--- config.mk ---
export PLATFORM = sky130hd
export DESIGN_NAME = sdram_loader
export DESIGN_NICKNAME = d
export VERILOG_FILES = /design/src/rtl/sdram_loader_pkg.sv /design/src/rtl/sdram_loader.sv
export SDC_FILE = /design/constraint.sdc
export NUM_CORES = 1
export LEC_CHECK = 0
export ABC_AREA = 1
export BUFFER_PORTS_ARGS = -buffer_cell sky130_fd_sc_hd__buf_2
export CORE_MARGIN = 4
export CORE_UTILIZATION = 53
export DETAILED_ROUTE_END_ITERATION = 10
export PLACE_DENSITY = 0.74
export SLEW_MARGIN = 10
export SYNTH_ARGS = -nofsm -noshare
export SYNTH_HDL_FRONTEND = slang
export SYNTH_SLANG_ARGS = --single-unit
--- constraint.sdc ---
create_clock -name clk -period 7.4 [get_ports clk]
set_input_delay 0.74 -clock clk [delete_from_list [all_inputs] [get_ports clk]]
set_output_delay 0.74 -clock clk [all_outputs]
set_load 0.01 [all_outputs]
--- src/rtl/sdram_loader_pkg.sv ---
// rtl/sdram_loader_pkg.sv - shared constants and state encoding for the SDRAM loader
package sdram_loader_pkg;

    localparam int ADDR_W  = 25;
    localparam int WADDR_W = 24;
    localparam int DATA_W  = 16;

    localparam logic [15:0] CYCLES_SAT = 16'hFFFF;

    typedef enum logic [1:0] {
        ST_IDLE    = 2'd0,
        ST_COLLECT = 2'd1,
        ST_WRITE   = 2'd2,
        ST_DONE    = 2'd3
    } state_e;

endpackage

--- src/rtl/sdram_loader.sv ---
// rtl/sdram_loader.sv - packs a byte stream into 16-bit SDRAM word writes
module sdram_loader
    import sdram_loader_pkg::*;
#(
    parameter int CYCLES_PER_WORD = 4
) (
    input  logic               clk,
    input  logic               reset_n,
    input  logic               start,
    input  logic [ADDR_W-1:0]  base_addr,
    input  logic [ADDR_W-1:0]  length,
    input  logic               in_valid,
    input  logic [7:0]         in_data,
    output logic               in_ready,
    output logic               sdram_req,
    output logic [WADDR_W-1:0] sdram_addr,
    output logic [DATA_W-1:0]  sdram_data,
    output logic [1:0]         sdram_be,
    input  logic               sdram_ack,
    output logic               loader_busy,
    output logic [15:0]        loader_cycles_left,
    output logic               done
);

    state_e             state_q, state_d;
    logic [WADDR_W-1:0] base_q, base_d;
    logic [WADDR_W-1:0] idx_q, idx_d;
    logic [ADDR_W-1:0]  accept_left_q, accept_left_d;
    logic [ADDR_W-1:0]  bytes_left_q, bytes_left_d;
    logic [DATA_W-1:0]  data_q, data_d;
    logic [1:0]         be_q, be_d;
    logic               hi_lane_q, hi_lane_d;
    logic [15:0]        cycles_q, cycles_d;
    logic [ADDR_W-1:0]  word_bytes;

    // Words still to write times the per-word cost, clamped to the 16-bit output.
    function automatic logic [15:0] cycles_est(input logic [ADDR_W-1:0] bytes);
        logic [31:0] words;
        logic [31:0] est;
        words = ({7'd0, bytes} + 32'd1) >> 1;
        est   = words * 32'(CYCLES_PER_WORD);
        return (est > {16'd0, CYCLES_SAT}) ? CYCLES_SAT : est[15:0];
    endfunction

    assign in_ready           = (state_q == ST_COLLECT) && (accept_left_q != '0);
    assign sdram_req          = (state_q == ST_WRITE);
    assign loader_busy        = (state_q == ST_COLLECT) || (state_q == ST_WRITE);
    assign done               = (state_q == ST_DONE);
    assign sdram_addr         = base_q + idx_q;
    assign sdram_data         = data_q;
    assign sdram_be           = be_q;
    assign loader_cycles_left = cycles_q;
    assign word_bytes         = be_q[1] ? ADDR_W'(2) : ADDR_W'(1);

    always_comb begin
        state_d       = state_q;
        base_d        = base_q;
        idx_d         = idx_q;
        accept_left_d = accept_left_q;
        bytes_left_d  = bytes_left_q;
        data_d        = data_q;
        be_d          = be_q;
        hi_lane_d     = hi_lane_q;

        case (state_q)
            ST_IDLE: begin
                if (start) begin
                    if (length != '0) begin
                        base_d        = WADDR_W'(base_addr >> 1);
                        idx_d         = '0;
                        accept_left_d = length;
                        bytes_left_d  = length;
                        data_d        = '0;
                        hi_lane_d     = 1'b0;
                        state_d       = ST_COLLECT;
                    end else begin
                        state_d = ST_DONE;
                    end
                end
            end
            ST_COLLECT: begin
                if (in_valid && in_ready) begin
                    accept_left_d = accept_left_q - 1'b1;
                    if (hi_lane_q) begin
                        data_d[15:8] = in_data;
                        be_d         = 2'b11;
                        hi_lane_d    = 1'b0;
                        state_d      = ST_WRITE;
                    end else begin
                        data_d = {8'h00, in_data};
                        // Last byte of an odd length goes out alone in the low lane.
                        if (accept_left_q == ADDR_W'(1)) begin
                            be_d    = 2'b01;
                            state_d = ST_WRITE;
                        end else begin
                            hi_lane_d = 1'b1;
                        end
                    end
                end
            end
            ST_WRITE: begin
                if (sdram_ack) begin
                    idx_d        = idx_q + 1'b1;
                    bytes_left_d = (bytes_left_q > word_bytes) ? bytes_left_q - word_bytes : '0;
                    state_d      = (bytes_left_d == '0) ? ST_DONE : ST_COLLECT;
                end
            end
            default: state_d = ST_IDLE;
        endcase
    end

    // Estimate tracks the registered state, so it lags state/count changes by one clock.
    always_comb begin
        cycles_d = '0;
        if (loader_busy) begin
            cycles_d = cycles_est(bytes_left_q);
        end
    end

    always_ff @(posedge clk) begin
        if (!reset_n) begin
            state_q       <= ST_IDLE;
            base_q        <= '0;
            idx_q         <= '0;
            accept_left_q <= '0;
            bytes_left_q  <= '0;
            data_q        <= '0;
            be_q          <= '0;
            hi_lane_q     <= 1'b0;
            cycles_q      <= '0;
        end else begin
            state_q       <= state_d;
            base_q        <= base_d;
            idx_q         <= idx_d;
            accept_left_q <= accept_left_d;
            bytes_left_q  <= bytes_left_d;
            data_q        <= data_d;
            be_q          <= be_d;
            hi_lane_q     <= hi_lane_d;
            cycles_q      <= cycles_d;
        end
    end

endmodule
# == Word-level counts from Yosys, hierarchy flattened ==
# Cells that the tools add are included.
# classes
n_lt_le_gt_ge,2
eq_ne,10
mux,35
reduce_logical,17
n_addsub,5
# ops
op,n
25-bit two-way mux,5
25-bit case mux with 2 select lines,2
24-bit two-way mux,3
16-bit two-way mux,4
25-bit nonzero test,2
24-bit case mux with 2 select lines,1
16-bit case mux with 2 select lines,1
"27-bit by 16-bit greater-than comparator with 1-bit output, second input constant",1
"25-bit by 1-bit adder with 26-bit output, second input constant",1
"25-bit by 1-bit == test with 1-bit output, second input constant",1
25-bit by 2-bit greater-than comparator with 1-bit output,1
25-bit logical NOT,1
"25-bit by 1-bit subtractor with 25-bit output, second input constant",1
25-bit by 2-bit subtractor with 25-bit output,1
"24-bit by 1-bit adder with 24-bit output, second input constant",1
24-bit adder,1
2-bit two-way mux,10
8-bit two-way mux,2
4-bit AND reduction,3
"2-bit inequality test, second input constant",3
2-bit case mux with 3 select lines,1
3-bit AND reduction,2
2-bit nonzero test,3
1-bit two-way mux,5
10 further kinds,13
# word_totals
regBits,135
output_inout_bits,62
elab_cells,79

# == Longest topological paths before layout ==
# Gate-level depths: netlist (run 1).
# depth
ltp_word,7
ltp_mapped,17
depth_no_buf,17

# == Worst setup path before layout (run 1) ==
# OpenSTA, ideal clock, no wires.
# synth_path
kind,reg2out
startpoint,register idx_q[0]
endpoint,output port sdram_addr[16]
t_arrival_ns,2.381
slack_ns,4.279
t_required_ns,6.660
stages_incl_launch_ff,11
path_cell_list,dfxtp_1 -> ha_1 -> inv_1 -> fa_1 -> o21ai_1 -> a21boi_0 -> o21ai_0 -> a21boi_1 -> o21ai_0 -> a21oi_1 -> xnor2_1
# synth_between
elab_chain_len,1
# synth_lines
element,line_no,source
start: declaration,sdram_loader.sv:27,"logic [WADDR_W-1:0] idx_q, idx_d;"
start signal: assignment,sdram_loader.sv:134,idx_q <= idx_d;
24-bit adder,sdram_loader.sv:49,assign sdram_addr = base_q + idx_q;
end: declaration,sdram_loader.sv:16,"output logic [WADDR_W-1:0] sdram_addr,"
# No other way between the ends.

# == Final worst setup path (run 1) ==
# Ends and elaborated chain as after synthesis.

==> flow_summary_export.csv, run 1 <==
group,metric,value,unit
floorplan,die_w,136,um
cts,clkTransAtPathRegs,0.06,ns
global_route,grt_antenna_before_repair,0,
floorplan,initial_core_util,0.545,
layout,fillCellCount,1587,
logic_synthesis,yosysWarnings,0,
critical_path,r2r_cells,11,
cts,cts_setup_buffers,0,
logic_synthesis,synth_nets,1435,
cts,cts_tree,"done",
timing,hold_viol_final,0,
layout,antenna_cells,0,
floorplan,die_y,136,um
timing,worstMarginPinSlew,0.784,ns
job,cap_viol_max_count,0,
global_route,track_usage,0.273,
logic_synthesis,ys_ff_latch,134,
layout,layout-drive-gt1-share,0.134,
power_and_ir_drop,p_per_area,382,nW/um^2
power_and_ir_drop,cellLeakagePower,4.52,nW
hold_path,hold_path.class,"flop to flop",
place,placed_area,9400,sq um
logic_synthesis,synth_edf_count,0,
cts,cts_sinks,134,
timing,period_needed,4.38,ns
logic_synthesis,async_reset_ff_frac,0,
critical_path,arrival,3.64,ns
critical_path,crit_required,6.66,ns
cts,hold_buffers,0,
status,outcome,"finished, final reports clean",
floorplan,die_area,18600,sq um
hold_path,whs_path_depth,2,
logic_synthesis,netlist_instances,1337,
detailed_routing,drt-pass1-iter-count,5,
timing,tns,0,ns
detailed_routing,routed_wl,25200,um
timing,rsz0062_at_grt,"false",
detailed_routing,via_count,9169,
power_and_ir_drop,peakVddDrop,0.000203,V
logic_synthesis,seq_area_frac_synth,0.308,
timing,max_freq,228,MHz
floorplan,ios,125,
global_route,grt_max_degree,66,
layout,area_delta_synth_final,14.9,%
detailed_routing,wl_per_cell,15.2,um
cts,cts-root-buf,"clkbuf_16",
floorplan,core,16000,sq um
cts,numCtsBuffers,17,
place,gp_congestion,0.927,
critical_path,start_kind,"flop",
logic_synthesis,synth_ff_type,"dfxtp_1",
timing,setup_viol,0,
critical_path,crit_fanout,7,
cts,cts_resized,0,
logic_synthesis,synthDistinctLibCells,45,
timing,skew,0.0105,ns
layout,stdcell_area,10000,sq um
layout,final_nets,1530,
place,io_buffers,123,
global_route,grt_pass1_wl,41000,um
floorplan,rows,46,
detailed_routing,drc,0,
cts,clk_latency,0.43,ns
detailed_routing,viasPerCell,5.52,
detailed_routing,antenna_left,0,
critical_path,cp-end-kind,"primary output",
logic_synthesis,syn_area_per_cell,6.52,sq um
critical_path,criticalPathCategory,"flop to primary output",
timing,slew_viol_final,0,
cts,cts_buffer_depth,2,
place,dp_hpwl,18600,um
global_route,grt_pass1_vias,8311,
detailed_routing,drt_iter0_drc,673,
logic_synthesis,synth_area,8720,sq um
timing,slew_headroom,0.474,
global_route,grt_overflow_total,0,
cts,cts.htree.levels,4,
timing,min_period_over_period,0.591,
synthesized netlist by cell type, types with 14 or more instances:
master,count,share of area
nor2_1,217,0.093
inv_1,115,0.050
nand4_1,30,0.022
nand2_1,254,0.11
a31oi_1,32,0.023
ha_1,33,0.047
a21oi_1,90,0.052
clkbuf_1,30,0.013
xnor2_1,17,0.017
buf_2,14,0.0080
dfxtp_1,134,0.31
nor3_1,34,0.020
o21ai_0,107,0.061
nand3_1,96,0.055
xor2_1,43,0.043
final timing paths:
| path | startpoint | to | slack (ns) |
|---|---|---|---|
| worst max-delay path | idx_q[0]$_SDFFE_PN0P_ | sdram_addr[16] | 3.02 |
| worst min-delay path | sdram_be[0]$_SDFFE_PN0P_ | sdram_be[0]$_SDFFE_PN0P_ | 0.44 |
| worst max register to register | state_q[1]$_SDFFE_PN0P_ | accept_left_q[16]$_SDFFE_PN0P_ | 3.36 |
| worst min register to register | sdram_be[0]$_SDFFE_PN0P_ | sdram_be[0]$_SDFFE_PN0P_ | 0.44 |
placed cells by master (no fill, tap or decap), types with 8 or more instances in the layout:
cell type  count
buf_2        123
nand2_1      254
nor3_1        34
a31oi_1       32
dfxtp_1      134
a21oi_1       90
nor4_1        11
ha_1          33
o21ai_0      107
xnor2_1       17
xor2_1        43
nor2_1       217
inv_1        115
nand4_1       30
nor2_2         8
nand3_1       96
o22ai_1        8
clkbuf_16     17
per-layer routing:
metal | up-vias | GRT usage | wire [um]
li1 | 4652 | - | -
met1 | 4149 | 0.385 | 11700
met2 | 325 | 0.424 | 11000
met3 | 43 | 0.0540 | 2090
met4 | 0 | 0.0789 | 438
met5 | - | 0 | 0
sequential cells by signal, indices dropped and copies added, names as in the netlist:
signal	count
bytes_left_q	25
sdram_be	2
hi_lane_q	1
idx_q	24
state_q	2
base_q	24
accept_left_q	25
loader_cycles_left	15
sdram_data	16
worst max-delay path: stages (launching register included):
cell and delay, ns:
dfxtp_1 0.51, ha_1 0.24, inv_1 0.07, fa_1 0.40
o21ai_1 0.39, a21boi_0 0.23, o21ai_0 0.38, a21boi_1 0.19
o21ai_0 0.35, a21oi_1 0.16, xnor2_1 0.15, buf_2 0.14
through the flow:
stage / cells / hold slack, ns / setup WS [ns] / total power, mW / utilization
5_1_grt: 1661 / 0.476 / 2.76 / 4.14 / 0.626
2_1_floorplan: 1337 / 0.447 / 4.28 / 2.46 / -
3_3_place_gp: 1629 / 0.437 / 3.44 / 2.90 / 0.587
6_report: 1661 / 0.444 / 3.02 / 3.83 / 0.626
3_5_place_dp: 1629 / 0.438 / 3.43 / 2.92 / 0.587
4_1_cts: 1661 / 0.447 / 3.05 / 3.82 / 0.626
power breakdown:
group | switching (mW) | internal, mW | total [mW]
registers | 0.195 | 0.910 | 1.10
clock network | 0.350 | 0.542 | 0.892
logic | 1.25 | 0.587 | 1.83
cell type report:
class	count	area, sq um	share of cell area
clock inverter	14	175	0.0175
sequential	134	2680	0.268
timing repair buffer	129	661	0.0660
inverter	123	462	0.0461
multi-input combinational	1027	5320	0.532
clock buffer	18	439	0.0439
tap	216	270	0.0270
logic make-up (layout without fill, tap and decap cells):
| logic type | after synthesis | after routing | share of synthesized area |
|---|---|---|---|
| xor gates and xnor gates | 60 | 60 | 0.0603 |
| and+or+nand+nor | 669 | 669 | 0.333 |
| adders and majority gates | 35 | 35 | 0.0520 |
| AOI/OAI and AO/OA | 263 | 263 | 0.165 |
| buffers and inverters | 176 | 284 | 0.0817 |
| DFF | 134 | 134 | 0.308 |
Note: power is estimated with default switching activity, not from simulation.
==> run 2, diff against run 1 <==
--- a/config.mk
+++ b/config.mk
@@ -5,7 +5,7 @@
 export SDC_FILE = /design/constraint.sdc
 export NUM_CORES = 1
 export LEC_CHECK = 0
-export ABC_AREA = 1
+export ABC_AREA = 0
 export BUFFER_PORTS_ARGS = -buffer_cell sky130_fd_sc_hd__buf_2
 export CORE_MARGIN = 4
 export CORE_UTILIZATION = 53
==> constraint.sdc (replaced) <==
create_clock -name clk -period 4.2 [get_ports clk]
set_input_delay 0.42 -clock clk [delete_from_list [all_inputs] [get_ports clk]]
set_output_delay 0.42 -clock clk [all_outputs]
set_load 0.01 [all_outputs]
==> run 2 against run 1 <==
Clock power increased by 73%. Die area decreased by 1.9%. Final cell count decreased by 15%. Sequential power increased by 73%. Power increased by 63%. Critical path type unchanged.
==> flow_summary_export.csv, run 2 <==
group,metric,value,unit
status,outcome,"finished, final reports clean",
global_route,grt_pass1_wl,38200,um
detailed_routing,drc,0,
logic_synthesis,synthMuxAreaShare,0.00586,
floorplan,ios,125,
timing,slew_viol_final,0,
timing,tns,0,ns
global_route,track_usage,0.256,
timing,slew_headroom,0.226,
detailed_routing,routed_wl,23500,um
layout,top_regs,"accept_left_q (25), bytes_left_q (25)",
hold_path,hold_path.class,"primary input to flop",
floorplan,rows,46,
power_and_ir_drop,p_per_area,637,nW/um^2
logic_synthesis,yosysTopAreaCell,"dfxtp_1",
critical_path,critPathMaxStageDelay,0.50,ns
detailed_routing,drt_iter0_drc,656,
critical_path,r2r_cells,10,
place,gp_congestion,0.912,
timing,setup_slack,0.375,ns
layout,multi_input_area,5420,sq um
cts,clkTransAtPathRegs,0.06,ns
logic_synthesis,synth-simple-area-share,0.268,
critical_path,criticalPathCategory,"flop to primary output",
layout,antenna_cells,0,
floorplan,initial_core_util,0.540,
timing,min_period_over_period,0.911,
timing,hold_viol_final,0,
logic_synthesis,synth_area,8540,sq um
layout,area_delta_synth_final,14.7,%
global_route,grt_overflow_total,0,
critical_path,rrSetupSlack,0.79,ns
cts,cts_resized,0,
floorplan,core,15800,sq um
power_and_ir_drop,cellLeakagePower,4.06,nW
layout,final_common_cell,"nand2_1",
logic_synthesis,seq_area_frac_synth,0.314,
critical_path,startpoint,"idx_q[0]$_SDFFE_PN0P_",
logic_synthesis,synthTopCellsByArea,"dfxtp_1 31%, nand2_1 6.5%, ha_1 4.8%, a21oi_1 4.6%, nor2_1 3.8%",
layout,stdcell_area,9790,sq um
timing,skew,0.0106,ns
cts,cts_setup_buffers,0,
logic_synthesis,synth_top_family_by_area,"simple AND/OR/NAND/NOR gates",
logic_synthesis,async_reset_ff_frac,0,
cts,hold_buffers,0,
logic_synthesis,synth_common_cells,"149 x nand2_1, 134 x dfxtp_1, 86 x nor2_1, 78 x a21oi_1, 51 x clkbuf_1",
logic_synthesis,netlist_instances,1108,
critical_path,r2r_end,"bytes_left_q[20]$_SDFFE_PN0P_",
cts,numCtsBuffers,17,
timing,rsz0062_at_grt,"false",
layout,seq_area,2680,sq um
detailed_routing,via_count,8367,
logic_synthesis,synthDistinctLibCells,78,
cts,cts.htree.levels,4,
cts,cts-root-buf,"clkbuf_16",
cts,cts_sinks,134,
logic_synthesis,synth_ff_type,"dfxtp_1",
logic_synthesis,ys_ff_latch,134,
logic_synthesis,synthAdderAreaFrac,0.0530,
critical_path,crit_required,3.78,ns
logic_synthesis,synth_edf_count,0,
cts,cts_tree,"done",
logic_synthesis,synth.most_common_cell,"nand2_1",
logic_synthesis,synth_nets,1206,
critical_path,arrival,3.40,ns
timing,setup_viol,0,
cts,clk_latency,0.43,ns
timing,period_needed,3.82,ns
layout,layout_common_cells,"149 x nand2_1, 134 x dfxtp_1, 123 x buf_2, 85 x nor2_1, 77 x a21oi_1",
layout,layout-drive-gt1-share,0.155,
place,dp_hpwl,16900,um
place,placed_area,9180,sq um
floorplan,die_y,135,um
detailed_routing,wl_per_cell,16.6,um
job,cap_viol_max_count,0,
global_route,grt_pass1_vias,7635,
detailed_routing,drt-pass1-iter-count,5,
cts,cts_buffer_depth,2,
timing,worstMarginPinSlew,1.16,ns
power_and_ir_drop,peakVddDrop,0.000368,V
layout,fillCellCount,1440,
logic_synthesis,synth_compound_area_frac,0.241,
critical_path,rr_startpoint,"sdram_be[1]$_SDFFE_PN0P_",
global_route,grt_antenna_before_repair,0,
detailed_routing,antenna_left,0,
logic_synthesis,synthXorXnorAreaFrac,0.0656,
logic_synthesis,yosysWarnings,0,
floorplan,die_area,18200,sq um
place,io_buffers,123,
logic_synthesis,syn_area_per_cell,7.71,sq um
timing,max_freq,261,MHz
logic_synthesis,synth_top_area_frac,0.314,
critical_path,critical_path.slowest_cell,"dfxtp_1",
critical_path,start_kind,"flop",
critical_path,cp-endpoint,"sdram_addr[22]",
critical_path,cp-end-kind,"primary output",
detailed_routing,viasPerCell,5.91,
critical_path,crit_fanout,7,
place,dp_slack,0.868,ns
critical_path,crit_chain,"ha_1 > inv_1 > fa_1 > nor2b_1 > o31a_1 > o21ai_0 > o211ai_1 > a21oi_1 > o311ai_0 > buf_2",
global_route,grt_max_degree,41,
floorplan,die_w,135,um
layout,final_nets,1284,
run 2: changes by cell type in the layout (fill, tap and decap cells not counted), moves of 23 or more:
cell and delta:
nor2_1 -132, nand2_1 -105, inv_1 -79, o21ai_0 -60
nand3_1 -52, a21boi_0 +37, a31oi_1 -27, and3_1 +23
run 2: stage by stage:
stage	util	total power, mW	std cells	hold WS (ns)
after floorplan	-	4.01	1108	0.441
after global placement	0.580	4.62	1383	0.448
after detailed placement	0.580	4.67	1383	0.454
after CTS	0.619	6.23	1415	0.233
after global routing	0.619	6.69	1415	0.247
final	0.619	6.24	1415	0.240
run 2: report_power, final:
part / internal [mW] / switching [mW]
sequential: 1.55 / 0.354
combinational: 1.04 / 1.76
clock: 0.991 / 0.549
total: 3.58 / 2.67
run 2: layer usage:
metal,part of all wire,track usage,vias to the layer above
met5,0,0,-
met4,0.020,0.0857,0
met3,0.078,0.0551,51
met2,0.44,0.392,296
met1,0.46,0.361,3856
li1,-,-,4164
run 2: kinds of logic (layout without fill, tap and decap cells):
kind of cell / count (synthesis) / count (layout)
AO/OA/AOI/OAI: 300 / 300
XOR/XNOR: 64 / 64
adder cells (fa/ha/maj): 35 / 35
buffers and inverters: 108 / 199
flip-flops: 134 / 134
multiplexers: 5 / 5
AND/OR/NAND/NOR: 462 / 462
run 2: layout make-up:
cell class	count	share of cell area
clock buffers	23	0.0498
well taps	216	0.0276
flip-flops and latches	134	0.274
inverters	36	0.0138
clock inverters	9	0.0125
repair buffers	131	0.0690
multi-input cells	866	0.553
run 2: how the worst min path moves through the flow:
stage                              end  slack (ns)  cells after the start                    start
2_1_floorplan  base_q[21]$_SDFFE_PN0P_        0.44                      2  base_q[21]$_SDFFE_PN0P_
4_1_cts        base_q[12]$_SDFFE_PN0P_        0.23                      3            base_addr[13]
3_5_place_dp   base_q[21]$_SDFFE_PN0P_        0.45                      2  base_q[21]$_SDFFE_PN0P_
6_report       base_q[12]$_SDFFE_PN0P_        0.24                      3            base_addr[13]
3_3_place_gp   base_q[21]$_SDFFE_PN0P_        0.45                      2  base_q[21]$_SDFFE_PN0P_
5_1_grt        base_q[10]$_SDFFE_PN0P_        0.25                      3            base_addr[11]
run 2: critical path: cells and delay by family, from the launching register on:
family | cells | cell delay, ns
flops | 1 | 0.50
simple gates | 1 | 0.17
fa+ha+maj | 2 | 0.66
compound gates | 5 | 1.40
buf+inv | 2 | 0.25
==> run 3, diff against run 2 <==
--- a/config.mk
+++ b/config.mk
@@ -6,7 +6,7 @@
 export NUM_CORES = 1
 export LEC_CHECK = 0
 export ABC_AREA = 0
-export BUFFER_PORTS_ARGS = -buffer_cell sky130_fd_sc_hd__buf_2
+export BUFFER_PORTS_ARGS = -buffer_cell sky130_fd_sc_hd__buf_4
 export CORE_MARGIN = 4
 export CORE_UTILIZATION = 53
 export DETAILED_ROUTE_END_ITERATION = 10
==> run 3 against run 2 <==
Setup slack is essentially flat. First-iteration DRC count shrank 6.7%. Combinational power grew 2%. Non-clock buffer count shrank 1. Power shrank 0.14%. Clock-buffer cell count grew 2. Sequential power is essentially flat. Flip-flop and latch count is the same. Global-route usage grew 0.33 points. Clock skew shrank 0.0040 ns. Critical path type unchanged. Largest power group unchanged.
==> flow_summary_export.csv, run 3 (same netlist as run 2, synthesis figures left out) <==
group,metric,value,unit
global_route,grt_max_degree,45,
floorplan,ios,125,
timing,max_freq,261,MHz
cts,cts_setup_buffers,0,
critical_path,criticalPathCategory,"flop to primary output",
layout,antenna_cells,0,
power_and_ir_drop,power.switching,2.67,mW
timing,worstMarginPinSlew,1.11,ns
detailed_routing,drt-pass1-iter-count,5,
cts,cts.htree.levels,4,
global_route,grt_pass1_wl,38700,um
place,gp_congestion,0.937,
critical_path,critPathMaxStageDelay,0.49,ns
detailed_routing,wl_per_cell,16.6,um
cts,cts_sinks,134,
global_route,grt_pass1_vias,7643,
status,outcome,"finished, final reports clean",
critical_path,start_kind,"flop",
global_route,grt_overflow_total,0,
power_and_ir_drop,p_comb_frac,0.459,
layout,layout-drive-gt1-share,0.154,
timing,period_needed,3.82,ns
power_and_ir_drop,p_sw_frac,0.428,
layout,top_regs,"accept_left_q (25), bytes_left_q (25)",
timing,hold_viol_final,0,
floorplan,die_y,135,um
cts,clkTransAtPathRegs,0.06,ns
cts,cts-root-buf,"clkbuf_16",
layout,fillCellCount,1482,
detailed_routing,via_count,8345,
layout,layout_common_cells,"149 x nand2_1, 134 x dfxtp_1, 130 x buf_4, 85 x nor2_1, 77 x a21oi_1",
detailed_routing,routed_wl,23400,um
timing,slew_headroom,0.260,
global_route,grt_antenna_before_repair,0,
cts,cts_resized,0,
floorplan,rows,46,
power_and_ir_drop,p_int,3.57,mW
detailed_routing,drt_iter0_drc,612,
cts,cts_buffer_depth,2,
floorplan,die_w,135,um
critical_path,crit_required,3.78,ns
cts,hold_buffers,0,
hold_path,hold_path.class,"primary input to flop",
timing,min_period_over_period,0.911,
detailed_routing,antenna_left,0,
power_and_ir_drop,clkPwrFrac,0.236,
layout,final_nets,1283,
detailed_routing,drc,0,
critical_path,crit_fanout,7,
place,dp_slack,0.853,ns
timing,rsz0062_at_grt,"false",
place,io_buffers,123,
power_and_ir_drop,cellLeakagePower,4.09,nW
place,dp_hpwl,16800,um
timing,skew,0.00653,ns
detailed_routing,viasPerCell,5.90,
cts,clk_latency,0.42,ns
critical_path,cp-end-kind,"primary output",
cts,numCtsBuffers,17,
global_route,track_usage,0.260,
power_and_ir_drop,p_per_area,619,nW/um^2
timing,setup_slack,0.376,ns
layout,final_common_cell,"nand2_1",
job,cap_viol_max_count,0,
cts,cts_tree,"done",
timing,setup_viol,0,
floorplan,die_area,18200,sq um
timing,slew_viol_final,0,
floorplan,core,15800,sq um
power_and_ir_drop,peakVddDrop,0.000383,V
critical_path,critical_path.slowest_cell,"dfxtp_1",
power_and_ir_drop,pwr-share-seq,0.305,
critical_path,crit_chain,"ha_1 > inv_1 > fa_1 > nor2b_1 > o31a_1 > o21ai_0 > o211ai_1 > a21oi_1 > o311ai_0 > buf_4",
floorplan,initial_core_util,0.540,
layout,area_delta_synth_final,17.9,%
timing,tns,0,ns
critical_path,arrival,3.40,ns
run 3: through the flow:
step	cells	power, mW	instance area, sq um	hold WS [ns]	util
CTS	1414	6.22	10100	0.234	0.636
global placement	1382	4.70	9480	0.449	0.599
finish	1414	6.23	10100	0.248	0.636
floorplan	1108	4.01	8540	0.441	-
global route	1414	6.70	10100	0.244	0.636
detailed placement	1382	4.74	9480	0.454	0.599
run 3: area by class of cell:
cell class,instances,area (sq um),area share
Multi-Input combinational cell,866,5420,0.538
Sequential cell,134,2680,0.266
Timing Repair Buffer,130,976,0.0969
Clock buffer,25,515,0.0512
Tap cell,216,270,0.0268
Inverter,36,135,0.0134
Clock inverter,7,67.6,0.00671
run 3: final timing paths:
path                                               start                            end  slack, ns  cells after the start
worst min register to register   base_q[22]$_SDFFE_PN0P_        base_q[22]$_SDFFE_PN0P_       0.46                      2
worst max-delay path               idx_q[0]$_SDFFE_PN0P_                 sdram_addr[22]       0.38                     10
worst max register to register  sdram_be[1]$_SDFFE_PN0P_  bytes_left_q[20]$_SDFFE_PN0P_       0.80                     10
worst min-delay path                       base_addr[13]        base_q[12]$_SDFFE_PN0P_       0.25                      3
run 3: critical path, delay by kind of cell, from the launching register on:
kind                       cells  cell delay, ns
and+or+nand+nor                1            0.16
AOI/OAI and AO/OA              5            1.41
DFF                            1            0.49
buffers and inverters          2            0.25
adders and majority gates      2            0.66
run 3: routing by layer:
layer,share of wire,GRT usage,vias up
met3,0.081,0.0633,38
met2,0.43,0.385,290
met5,0,0,-
met1,0.47,0.372,3851
li1,-,-,4166
met4,0.020,0.0834,0
run 3: power by group through the flow:
stage | Sequential [mW] | Clock [mW] | Combinational, mW
final | 1.90 | 1.47 | 2.86
after global routing | 1.94 | 1.55 | 3.21
after CTS | 1.89 | 1.49 | 2.85
after detailed placement | 1.91 | 0 | 2.83
after global placement | 1.91 | 0 | 2.80
after floorplan | 1.77 | 0 | 2.24
